**src/rtl/bcd_step_source_if.sv**
```systemverilog
// Digit-source control/status bundle: stepping controls in,
// BCD digit lines plus status pulses out.
interface bcd_step_source_if;
  logic       en;
  logic       up;
  logic       load;
  logic [3:0] load_val;
  logic       a;
  logic       b;
  logic       c;
  logic       d;
  logic       valid;
  logic       carry;
  logic       err_load;

  modport master (
    output en, up, load, load_val,
    input  a, b, c, d, valid, carry, err_load
  );

  modport slave (
    input  en, up, load, load_val,
    output a, b, c, d, valid, carry, err_load
  );
endinterface

```
**src/rtl/bcd_step_source.sv**
```systemverilog
// Prescaled up/down BCD digit source with parallel load,
// wrap carry and rejected-load flag; all outputs registered.
module bcd_step_source #(
  parameter int PRESCALE = 4,
  parameter int PW       = 16
) (
  input logic clk,
  input logic rst_n,
  bcd_step_source_if.slave io
);

  localparam logic [PW-1:0] PMAX = PW'(PRESCALE - 1);

  logic [PW-1:0] p_q, p_d;
  logic [3:0]    dig_q, dig_d;
  logic          valid_q, valid_d;
  logic          carry_q, carry_d;
  logic          err_q, err_d;

  logic step;
  logic load_ok;
  logic load_bad;

  assign step     = io.en && (p_q == PMAX);
  assign load_ok  = io.load && (io.load_val <= 4'd9);
  assign load_bad = io.load && (io.load_val > 4'd9);

  always_comb begin
    p_d     = p_q;
    dig_d   = dig_q;
    valid_d = valid_q;
    carry_d = 1'b0;
    err_d   = 1'b0;
    if (io.en) begin
      p_d = step ? '0 : p_q + PW'(1);
    end
    // A good load wins outright; a bad one lets the step through.
    if (load_ok) begin
      dig_d   = io.load_val;
      p_d     = '0;
      valid_d = 1'b1;
    end else begin
      err_d = load_bad;
      if (step) begin
        valid_d = 1'b1;
        if (io.up) begin
          carry_d = (dig_q == 4'd9);
          dig_d   = (dig_q == 4'd9) ? 4'd0 : dig_q + 4'd1;
        end else begin
          carry_d = (dig_q == 4'd0);
          dig_d   = (dig_q == 4'd0) ? 4'd9 : dig_q - 4'd1;
        end
      end
    end
  end

  always_ff @(posedge clk or negedge rst_n) begin
    if (!rst_n) begin
      p_q     <= '0;
      dig_q   <= 4'd0;
      valid_q <= 1'b0;
      carry_q <= 1'b0;
      err_q   <= 1'b0;
    end else begin
      p_q     <= p_d;
      dig_q   <= dig_d;
      valid_q <= valid_d;
      carry_q <= carry_d;
      err_q   <= err_d;
    end
  end

  assign {io.a, io.b, io.c, io.d} = dig_q;
  assign io.valid    = valid_q;
  assign io.carry    = carry_q;
  assign io.err_load = err_q;

endmodule

```
**src/flat_wrapper.sv**
```systemverilog
// flat-port wrapper written by rule: the top's interface ports become plain ports
module bcd_step_source_flat 
#(
  parameter int PRESCALE = 4,
  parameter int PW       = 16
)
  (clk, rst_n, io_en, io_up, io_load, io_load_val, io_a, io_b, io_c, io_d, io_valid, io_carry, io_err_load);
  bcd_step_source_if io_i ();
  input logic clk;
  input logic rst_n;
  input wire logic [$bits(io_i.en)-1:0] io_en;
  input wire logic [$bits(io_i.up)-1:0] io_up;
  input wire logic [$bits(io_i.load)-1:0] io_load;
  input wire logic [$bits(io_i.load_val)-1:0] io_load_val;
  output wire logic [$bits(io_i.a)-1:0] io_a;
  output wire logic [$bits(io_i.b)-1:0] io_b;
  output wire logic [$bits(io_i.c)-1:0] io_c;
  output wire logic [$bits(io_i.d)-1:0] io_d;
  output wire logic [$bits(io_i.valid)-1:0] io_valid;
  output wire logic [$bits(io_i.carry)-1:0] io_carry;
  output wire logic [$bits(io_i.err_load)-1:0] io_err_load;
  assign io_i.en = io_en;
  assign io_i.up = io_up;
  assign io_i.load = io_load;
  assign io_i.load_val = io_load_val;
  assign io_a = io_i.a;
  assign io_b = io_i.b;
  assign io_c = io_i.c;
  assign io_d = io_i.d;
  assign io_valid = io_i.valid;
  assign io_carry = io_i.carry;
  assign io_err_load = io_i.err_load;
  bcd_step_source #(.PRESCALE(PRESCALE), .PW(PW)) u_core (.clk(clk), .rst_n(rst_n), .io(io_i));
endmodule
```
**config.mk**
```make
export PLATFORM = sky130hd
export DESIGN_NAME = bcd_step_source_flat
export DESIGN_NICKNAME = d
export VERILOG_FILES = /design/src/rtl/bcd_step_source_if.sv /design/src/rtl/bcd_step_source.sv /design/src/flat_wrapper.sv
export SDC_FILE = /design/constraint.sdc
export NUM_CORES = 1
export LEC_CHECK = 0
export CAP_MARGIN = 0
export CORE_MARGIN = 2
export CORE_UTILIZATION = 45
export DETAILED_ROUTE_END_ITERATION = 10
export DONT_BUFFER_PORTS = 1
export HOLD_SLACK_MARGIN = 0.12
export REMOVE_ABC_BUFFERS = 1
export SLEW_MARGIN = 25
export SYNTH_ARGS = -nofsm -noshare
export SYNTH_HDL_FRONTEND = slang
export SYNTH_SLANG_ARGS = --single-unit
```
**constraint.sdc**
```tcl
create_clock -name clk -period 1.9 [get_ports clk]
set_input_delay 0.19 -clock clk [delete_from_list [all_inputs] [get_ports clk]]
set_output_delay 0.19 -clock clk [all_outputs]
set_load 0.05 [all_outputs]
```
==> metrics.md <==
| Metric | Value |
|---|---|
| Register share of total power | `51.5%` |
| Ys Warns | `0` |
| CP Data Required Time | `2.15 ns` |
| Final setup viols | `0` |
| Pre-CTS setup slack | `0.0886 ns` |
| H-tree Lvls | `1` |
| RSZ-0062 raised after global routing | `false` |
| Mean Syn Cell Area | `8.81 sq um` |
| Metal2 WL | `1360 um` |
| Uppermost routed layer | `met4` |
| Storage element area | `581 sq um` |
| Internal power | `0.000761 W` |
| Initial antenna violation count | `0` |
| Critical Path Source | `u_core.p_q[4]$_DFFE_PN0P_` |
| Vias per inst | `6.07` |
| Final-stage net count | `182` |
| Worst Reg-to-Reg Cells | `4` |
| Synth unique cells | `43` |
| Number of global-route vias before repair | `1,155` |
| Area leader, netlist | `dfrtp_1` |
| Antenna fix cells | `0` |
| Max Clock Skew | `0.00222 ns` |
| Hold wc startpoint | `io_up` |
| WL per Instance | `14.8 um` |
| Synthesized flop and latch total | `23` |
| CP arrival | `2.03 ns` |
| # DRC | `0` |
| P per Cell Area | `744 nW/um^2` |
| CP Capture Type | `flop` |
| Fin. max-slew vios | `0` |
| Critical R2R Launch | `u_core.p_q[4]$_DFFE_PN0P_` |
| Crit start category | `flop` |
| Cells after Synth | `157` |
| Synth Flop Type | `dfrtp_1` |
| Clock-pin slew on the worst setup and hold paths | `0.12 ns` |
| Post-Synth Adder-Cell Area | `0.904%` |
| Total Power | `0.00119 W` |
| Combinational Power Share | `29.6%` |
| Cell Area, Synth | `1380 sq um` |
| Hold_ws | `0.222 ns` |
| Initial DRC Count | `29` |
| GPL Wtd Cong | `0.826` |
| First-pass GRT wire length | `5270 um` |
| Core area | `2980 sq um` |
| HP Class | `in -> reg` |
| DRT Wirelength | `3020 um` |
| Simple-gate share of the synthesized area | `28.8%` |
| Synth top area cells | `dfrtp_1 (42%), or4_1 (7.1%), nand2_1 (4.3%), a21oi_1 (4.0%), o31ai_1 (3.8%)` |
| Multi-input logic area | `762 sq um` |
| Top-count cell post-synth | `dfrtp_1` |
| Compound-Gate Fraction of Synth Area | `20.5%` |
| Leakage | `0.647 nW` |
| Top cell type's share of synthesized area | `41.6%` |
| Vias | `1,238` |
| Filler instances | `270` |
| Hold Crit Depth | `4` |
| Fmax | `560 MHz` |
| Initial core utilization | `46.5%` |
| # clock sinks | `23` |
| Area Overhead vs Synth | `15.5%` |
| Clk network pwr share | `18.8%` |
| Metal-1 WL | `1540 um` |
| Finished Cell Area | `1600 sq um` |
| Hpwl dp | `2130 um` |
| Clk Latency, worst-skew pair | `0.31 ns` |
| Crit path max fanout | `6` |
| Proportion of synthesized area in mux cells | `0.814%` |
| Reg2reg setup slack | `0.12 ns` |
| Largest net degree at the start of global routing | `24` |
| Root Driver | `clkbuf_4` |
| TritonCTS clock tree | `done` |
| Largest family of logic cells by synthesized area | `simple AND/OR/NAND/NOR gates` |
| Routed met3 length | `72 um` |
| Worst Tran Pin Value | `0.984 ns` |
| Total gr overflow | `0` |
| Period utilisation layout | `93.9%` |
| Synth cell count leaders | `dfrtp_1 (23), nand2_1 (16), or4_1 (13)` |
| Num CTS Buffers | `3` |
| Port bufs | `0` |
| R2r endpoint | `u_core.p_q[15]$_DFFE_PN0P_` |
| XOR/XNOR share of the synthesized area | `3.16%` |
| Total track usage | `19.5%` |
| Area post-placement | `1460 sq um` |
| Number of max-cap violations | `0` |
| Num ports | `16` |
| Net Switching | `0.000428 W` |
| Antenna viol nets, final | `0` |
| Register area share after synthesis | `41.6%` |
| Status | `completed` |
| Min Tclk post-route | `1.78 ns` |
| Switching Share | `36.0%` |
| Final hold violations | `0` |
| Final WS setup | `0.115 ns` |
| Slew HR | `34.4%` |
| EDFF count, synth | `0` |
| Critical path class | `reg -> reg` |
| First-pass detailed-route iteration total | `4` |
| Row cnt | `20` |
| Worst-case clock buffer depth | `2` |
| Die ar. | `3530 sq um` |
| FFs w/ async S/R, synth | `100%` |
| DIE HEIGHT | `59.5 um` |
| Hold Crit Endpoint | `u_core.dig_q[1]$_DFFE_PN0P_` |
| Util after Layout | `53.7%` |
| Layout cells sized above 1 | `14.0%` |
| Die X-Extent | `59.5 um` |
| VDD IR max | `461 uV` |
[routing by layer]
| metal | global-route usage, % | vias to the layer above |
|---|---|---|
| met3 | 2.40 | 5 |
| met2 | 28.3 | 15 |
| li1 | - | 619 |
| met1 | 29.3 | 599 |
| met5 | 0 | - |
| met4 | 7.79 | 0 |
[cells by family after synthesis]
logic type	Yosys count
AND/OR/NAND/NOR	68
AO/OA/AOI/OAI	44
flip-flops	23
buffers and inverters	15
XOR/XNOR	5
multiplexers	1
adder cells (fa/ha/maj)	1
[area by class of cell]
| class | count | area share, % |
|---|---|---|
| multi-input combinational | 119 | 47.7 |
| sequential | 23 | 36.3 |
| inverter | 5 | 1.17 |
| clock inverter | 1 | 0.313 |
| tap | 33 | 2.58 |
| timing repair buffer | 20 | 10.5 |
| clock buffer | 3 | 1.41 |
[placed cells by master, fill, tap and decap left out, types with 2 or more instances in the layout]
cell and n:
a21oi_1 10, a21o_1 2, dfrtp_1 19, nand2_1 16, nand3_1 6, dlygate4sd3_1 8, buf_4 11, nand4_1 4
or3_1 3, o21ai_0 9, xor2_1 4, o31ai_1 7, o21bai_1 2, or4_1 13, nor4_1 4, dfrtp_2 4
inv_1 5, clkbuf_4 3, nor2_1 6, o211ai_1 2, nor2b_1 3, nand2b_1 2, and3_1 2
[what timing repair did]
item | 4_1_cts | 5_1_grt
setup buffers | 0 | 1
setup endpoints to repair | 0 | 18
endpoints found under the hold margin | 31 | 23
hold buffers | 8 | 1
gates resized for setup | 0 | 7
[critical path, stage by stage (launching register included)]
cell     delay (ns)
dfrtp_2        0.45
nand4_4        0.14
or4_1          0.55
or4_1          0.43
a21oi_2        0.16
[sequential cells by signal, indices dropped and copies added (netlist names)]
register            cells
u_core.io.carry         1
u_core.dig_q            4
u_core.io.err_load      1
u_core.p_q             16
u_core.io.valid         1
[how the worst max path moves through the flow]
stage	end	slack, ns	cells past startpoint
CTS	u_core.p_q[15]$_DFFE_PN0P_	0.06	4
floorplan	u_core.dig_q[3]$_DFFE_PN0P_	-0.02	5
detailed placement	u_core.p_q[15]$_DFFE_PN0P_	0.09	4
finish	u_core.p_q[15]$_DFFE_PN0P_	0.12	4
global route	u_core.p_q[15]$_DFFE_PN0P_	0.02	4
global placement	u_core.p_q[15]$_DFFE_PN0P_	0.15	4
[stage by stage]
stage	setup TNS, ns	std cells
final	0	204
after global routing	0	204
after CTS	0	202
after detailed placement	0	190
after global placement	0	190
after floorplan	-0.0163	147
[power groups by stage]
stage | sequential [W] | clock (W) | combinational, W
6_report | 0.000613 | 0.000224 | 0.000353
5_1_grt | 0.000623 | 0.000255 | 0.000395
4_1_cts | 0.000611 | 0.000240 | 0.000352
3_5_place_dp | 0.000620 | 0 | 0.000329
3_3_place_gp | 0.000618 | 0 | 0.000321
2_1_floorplan | 0.000689 | 0 | 0.000161
No activity file was read; power rests on OpenSTA's default activity.
